`src/rtl/calc_pkg.sv`:
```
// -----------------------------------------------------------------------------
// calc_pkg
// Shared declarations for the calculator datapath: converter state encoding,
// the width of one BCD digit, and a helper that computes how many decimal
// digits are needed to represent every value of a given binary width.
// No ports (package).
// -----------------------------------------------------------------------------
package calc_pkg;

    typedef enum logic [1:0] {
        IDLE,
        SHIFT,
        DONE
    } conv_state_t;

    localparam int BCD_W = 4;

    // Smallest digit count d such that 10^d > 2^width - 1.
    function automatic int bcd_digits(input int width);
        longint unsigned max_val;
        longint unsigned pow10;
        int              d;
        max_val = (64'd1 << width) - 64'd1;
        pow10   = 64'd10;
        d       = 1;
        while (pow10 <= max_val) begin
            pow10 = pow10 * 64'd10;
            d     = d + 1;
        end
        return d;
    endfunction

endpackage

```
`src/rtl/bcd_adjust.sv`:
```
// -----------------------------------------------------------------------------
// bcd_adjust
// Combinational "add 3" correction step of the double-dabble algorithm.
// Every nibble of the accumulator that is 5 or more gets 3 added, so that the
// following left shift carries correctly into the next decimal digit.
//
// Ports:
//   acc       in   BCD_W*DIGITS  accumulator before the shift
//   adjusted  out  BCD_W*DIGITS  accumulator with per-nibble correction
// -----------------------------------------------------------------------------
module bcd_adjust
    import calc_pkg::*;
#(
    parameter int DIGITS = 5
) (
    input  logic [BCD_W*DIGITS-1:0] acc,
    output logic [BCD_W*DIGITS-1:0] adjusted
);

    // Each nibble is corrected independently; the 4-bit add never carries out
    // because a nibble is at most 9 before correction.
    always_comb begin
        adjusted = '0;
        for (int i = 0; i < DIGITS; i++) begin
            if (acc[i*BCD_W +: BCD_W] >= 4'd5) begin
                adjusted[i*BCD_W +: BCD_W] = acc[i*BCD_W +: BCD_W] + 4'd3;
            end else begin
                adjusted[i*BCD_W +: BCD_W] = acc[i*BCD_W +: BCD_W];
            end
        end
    end

endmodule

```
`src/rtl/bcd_converter.sv`:
```
// -----------------------------------------------------------------------------
// bcd_converter
// Sequential binary-to-BCD converter (shift-and-add-3), one bit per clock.
// Accepts an unsigned WIDTH-bit value over a valid/ready handshake and presents
// packed BCD digits plus a leading-zero blanking mask until consumed.
//
// Ports:
//   clk        in   1             system clock, rising edge
//   rst        in   1             synchronous active-high reset
//   in_valid   in   1             bin holds a value to convert
//   in_ready   out  1             converter can accept a value
//   bin        in   WIDTH         unsigned value to convert
//   out_valid  out  1             bcd/digit_en hold a finished conversion
//   out_ready  in   1             downstream consumes the result
//   bcd        out  4*DIGITS      packed BCD, nibble 0 is least significant
//   digit_en   out  DIGITS        per-digit display enable
//   busy       out  1             conversion in progress
// -----------------------------------------------------------------------------
module bcd_converter
    import calc_pkg::*;
#(
    parameter int WIDTH  = 16,
    parameter int DIGITS = 5
) (
    input  logic                    clk,
    input  logic                    rst,
    input  logic                    in_valid,
    output logic                    in_ready,
    input  logic [WIDTH-1:0]        bin,
    output logic                    out_valid,
    input  logic                    out_ready,
    output logic [BCD_W*DIGITS-1:0] bcd,
    output logic [DIGITS-1:0]       digit_en,
    output logic                    busy
);

    localparam int ACC_W = BCD_W * DIGITS;
    localparam int CNT_W = $clog2(WIDTH + 1);

    generate
        if (DIGITS < bcd_digits(WIDTH)) begin : g_digits_check
            $error("bcd_converter: DIGITS too small for WIDTH");
        end
    endgenerate

    conv_state_t       state;
    conv_state_t       next_state;
    logic [WIDTH-1:0]  shreg;
    logic [WIDTH-1:0]  next_sh;
    logic [ACC_W-1:0]  acc;
    logic [ACC_W-1:0]  adj;
    logic [ACC_W-1:0]  next_acc;
    logic              unused_carry;
    logic [CNT_W-1:0]  count;
    logic [ACC_W-1:0]  bcd_q;
    logic [DIGITS-1:0] en_q;
    logic [DIGITS-1:0] next_en;
    logic              nonzero_seen;

    bcd_adjust #(
        .DIGITS (DIGITS)
    ) u_adjust (
        .acc      (acc),
        .adjusted (adj)
    );

    // The bit shifted out of the top digit is always zero when DIGITS is
    // large enough, so it is simply dropped.
    assign {unused_carry, next_acc, next_sh} = {adj, shreg, 1'b0};

    // Blanking mask: a digit is shown if it or any more significant digit is
    // nonzero; digit 0 is always shown so zero displays as "0".
    always_comb begin
        next_en      = '0;
        nonzero_seen = 1'b0;
        for (int i = DIGITS - 1; i >= 0; i--) begin
            nonzero_seen = nonzero_seen | (next_acc[i*BCD_W +: BCD_W] != '0);
            next_en[i]   = nonzero_seen;
        end
        next_en[0] = 1'b1;
    end

    // State register.
    always_ff @(posedge clk) begin
        if (rst) begin
            state <= IDLE;
        end else begin
            state <= next_state;
        end
    end

    // Next-state logic. Leaving DONE always passes through IDLE, so a new
    // value is never accepted in the same cycle as the result handoff.
    always_comb begin
        next_state = state;
        case (state)
            IDLE:    if (in_valid)              next_state = SHIFT;
            SHIFT:   if (count == CNT_W'(1))    next_state = DONE;
            DONE:    if (out_ready)             next_state = IDLE;
            default:                            next_state = IDLE;
        endcase
    end

    // Datapath: capture, shift-and-add-3, and the output register that only
    // changes on the final shift so partial results are never displayed.
    always_ff @(posedge clk) begin
        if (rst) begin
            shreg <= '0;
            acc   <= '0;
            count <= '0;
            bcd_q <= '0;
            en_q  <= DIGITS'(1);
        end else begin
            case (state)
                IDLE: begin
                    if (in_valid) begin
                        shreg <= bin;
                        acc   <= '0;
                        count <= CNT_W'(WIDTH);
                    end
                end
                SHIFT: begin
                    acc   <= next_acc;
                    shreg <= next_sh;
                    count <= count - CNT_W'(1);
                    if (count == CNT_W'(1)) begin
                        bcd_q <= next_acc;
                        en_q  <= next_en;
                    end
                end
                default: begin
                end
            endcase
        end
    end

    assign in_ready  = (state == IDLE) && !rst;
    assign busy      = (state == SHIFT);
    assign out_valid = (state == DONE);
    assign bcd       = bcd_q;
    assign digit_en  = en_q;

endmodule

```
`config.mk`:
```
export PLATFORM = sky130hd
export DESIGN_NAME = bcd_converter
export DESIGN_NICKNAME = d
export VERILOG_FILES = /design/src/rtl/calc_pkg.sv /design/src/rtl/bcd_adjust.sv /design/src/rtl/bcd_converter.sv
export SDC_FILE = /design/constraint.sdc
export NUM_CORES = 1
export LEC_CHECK = 0
export CORE_MARGIN = 1
export CORE_UTILIZATION = 54
export DETAILED_ROUTE_END_ITERATION = 8
export PLACE_DENSITY = 0.79
export SETUP_SLACK_MARGIN = 0.15
export SKIP_CTS_REPAIR_TIMING = 1
export SYNTH_ARGS = -nofsm -noshare
export SYNTH_HDL_FRONTEND = slang
export SYNTH_SLANG_ARGS = --single-unit
```
`constraint.sdc`:
```
create_clock -name clk -period 2.27 [get_ports clk]
set_clock_uncertainty 0.05 [all_clocks]
set_input_delay 0.454 -clock clk [delete_from_list [all_inputs] [get_ports clk]]
set_output_delay 0.454 -clock clk [all_outputs]
set_load 0.01 [all_outputs]
```
==> impl_metrics.env <==
export IMPL_first_pass_iters=5
export IMPL_drt_initial_drc_count=154
export IMPL_fp_dieH_um=80.83
export IMPL_routabilityCongestion=0.7976
export IMPL_wire_per_inst_um=13.83
export IMPL_syn_nets=451
export IMPL_cts_tree="yes"
export IMPL_regToRegSetupSlack_ps=230
export IMPL_drv_slew=0
export IMPL_overflow=0
export IMPL_setup_viol=0
export IMPL_startpoint_type="flop"
export IMPL_critPathKind="reg -> out"
export IMPL_num_antenna_cells=0
export IMPL_critPathRequiredTime_ps=1770
export IMPL_grt_max_degree=68
export IMPL_timing_final_crit_share_pct=90.32
export IMPL_maxCapViolations=0
export IMPL_antenna_found_initial=0
export IMPL_nets=494
export IMPL_syn_area_um2=3356
export IMPL_synth_distinct_cells=40
export IMPL_critical_path_slowest_cell="clkdlybuf4s50_1"
export IMPL_max_slew_worst_pin_slew_ps=672.2
export IMPL_path_cells="nand2b_1 > clkinv_4 > clkdlybuf4s50_1"
export IMPL_seq_area_frac_synth_pct=39.97
export IMPL_max_freq_mhz=487.7
export IMPL_grt_pass1_vias=2749
export IMPL_critPathMaxStageDelay_ps=540
export IMPL_cp_arrival_ps=1550
export IMPL_period_minus_slack_ps=2050
export IMPL_grt_first_pass_wirelength_mm=12.36
export IMPL_crit_family="buffers and inverters"
export IMPL_clk_transition_reported_paths_ps=70
export IMPL_finalSetupTns_ps=0
export IMPL_cts_buffers=9
export IMPL_die_area_um2=6533
export IMPL_worst_ir_drop_vdd_mv=0.5213
export IMPL_slew_headroom_pct=55.19
export IMPL_async_reset_ff_share_pct=0
export IMPL_fin_cells=542
export IMPL_min_path_type="reg -> reg"
export IMPL_dp_hpwl_mm=4.928
export IMPL_initial_utilization_pct=56.34
export IMPL_clk_latency_ps=340
export IMPL_synth_ff_type="dfxtp_1"
export IMPL_synth_area_per_cell_um2=8.009
export IMPL_max_clock_path_buffers=2
export IMPL_rsz0062_at_grt="true"
export IMPL_endpoint_kind="primary output"
export IMPL_io_buffers=46
export IMPL_cts_sinks=67
export IMPL_hold_viol=0
export IMPL_drtAntennaViolNets=0
export IMPL_power_leakage_nw=1.556
export IMPL_syn2layout_area_growth_pct=22.78
export IMPL_rows=28
export IMPL_synth_edf_count=0
export IMPL_io_pins=48
export IMPL_vias=3039
export IMPL_synth_seq_cells=67
export IMPL_critPathMaxFanout=7
export IMPL_drcViolationCount=0
export IMPL_yosysWarnings=0
export IMPL_place_inst=521
export IMPL_viasPerCell=5.607
export IMPL_syn_instance_count=419
export IMPL_htree_levels=3
export IMPL_track_usage_pct=24.45
export IMPL_ctsRootBufferMaster="clkbuf_8"
export IMPL_drive_gt1_share_pct=10.49
export IMPL_drt_total_wl_mm=7.497
export IMPL_path_buf_inv=2
export IMPL_status="finished, final reports clean"
export IMPL_fp_dieW_um=80.83
export IMPL_core_area_um2=5956
export IMPL_p_per_area_nw_per_um2=643.0
## layer usage
metal	global-route usage (%)	wire, µm	vias to the layer above
met5	0	0	-
met4	9.643	92	0
met3	6.629	296	10
met2	40.84	3673	55
met1	29.70	3435	1436
li1	-	-	1538
## cell usage after synthesis, types with 8 or more instances
cell	number	area [µm²]
a21oi_1	51	255.2
o21ai_0	11	55.05
buf_2	11	55.05
nor2_1	78	292.8
a22oi_1	15	112.6
ha_1	12	150.1
nor3_1	9	45.04
clkbuf_1	14	52.55
nor2b_1	8	50.05
dfxtp_1	67	1341
a211oi_1	12	90.09
nand2_1	29	108.9
a2111oi_0	9	78.83
inv_1	21	78.83
nand2b_1	11	68.82
## worst register-to-register path, delay by kind of cell, from the launching register on
kind,cells,cell delay (ps)
simple gates,2,440
buf+inv,1,110
flops,1,350
compound gates,3,720
fa+ha+maj,1,240
## area by class of cell
cell class                      instances  area [µm²]
Clock buffer                           13       168.9
Fill cell                             494        1836
Sequential cell                        67        1341
Clock inverter                          3       45.04
Multi-Input combinational cell        300        1802
Tap cell                               75       93.84
Timing Repair Buffer                   62       581.8
Inverter                               22       87.58
## layout by cell type, fill, tap and decap left out, types with 3 or more instances in the layout
cell type and n:
a2111oi_0 8, nand2_1 29, xnor2_1 5, a2bb2oi_1 3, buf_4 15, a211oi_1 12, nor3_1 9, a21oi_1 50
nor2b_1 7, dfxtp_1 67, inv_1 21, ha_1 12, mux2i_1 7, clkbuf_8 12, nor2_1 78, clkdlybuf4s50_1 44
nand2b_1 11, and2_1 4, a22oi_1 15, o21ai_0 11, nand3_1 5, o221a_2 7, nand3b_1 3, nor3b_1 7
## cell families (layout without fill, tap and decap cells)
group                    after synthesis  count (layout)  share of synthesized area (%)
XOR/XNOR                               5               5                          1.305
other                                  1               1                         0.1117
adder cells (fa/ha/maj)               12              12                          4.474
buffers and inverters                 52             100                          6.711
flip-flops                            67              67                          39.97
AO/OA/AOI/OAI                        113             113                          22.56
AND/OR/NAND/NOR                      162             162                          22.78
multiplexers                           7               7                          2.088
## metrics by stage
step                      utilization [%]  area [µm²]  power [mW]  setup slack (ps)  hold WS [ps]
after global routing                69.18        4120       2.777             110.0         418.7
after floorplan                         -        3356       1.510             390.2         382.6
after global placement              64.58        3846       1.618             222.9         393.5
after detailed placement            64.58        3846       1.626             177.4         396.4
final                               69.18        4120       2.649             219.6         407.5
after CTS                           68.17        4060       2.662             100.9         406.2
## worst paths after layout
path / start / endpoint / cells past startpoint
worst min-delay path: bcd[18] / bcd[18] / 2
worst min register to register: bcd[18] / bcd[18] / 2
worst max-delay path: state[0] / busy / 3
worst max register to register: acc[16] / digit_en[1] / 7
## power breakdown
group          internal [mW]  switching [mW]  total (mW)
clock                  0.598           0.435        1.03
sequential              1.23          0.0374        1.27
combinational          0.162           0.189       0.351
## sequential cells by signal, indices dropped and copies added (netlist names)
signal    flops
acc          20
bcd          20
count         5
digit_en      4
shreg        16
state         2
Note: power is estimated with default switching activity, not from simulation.
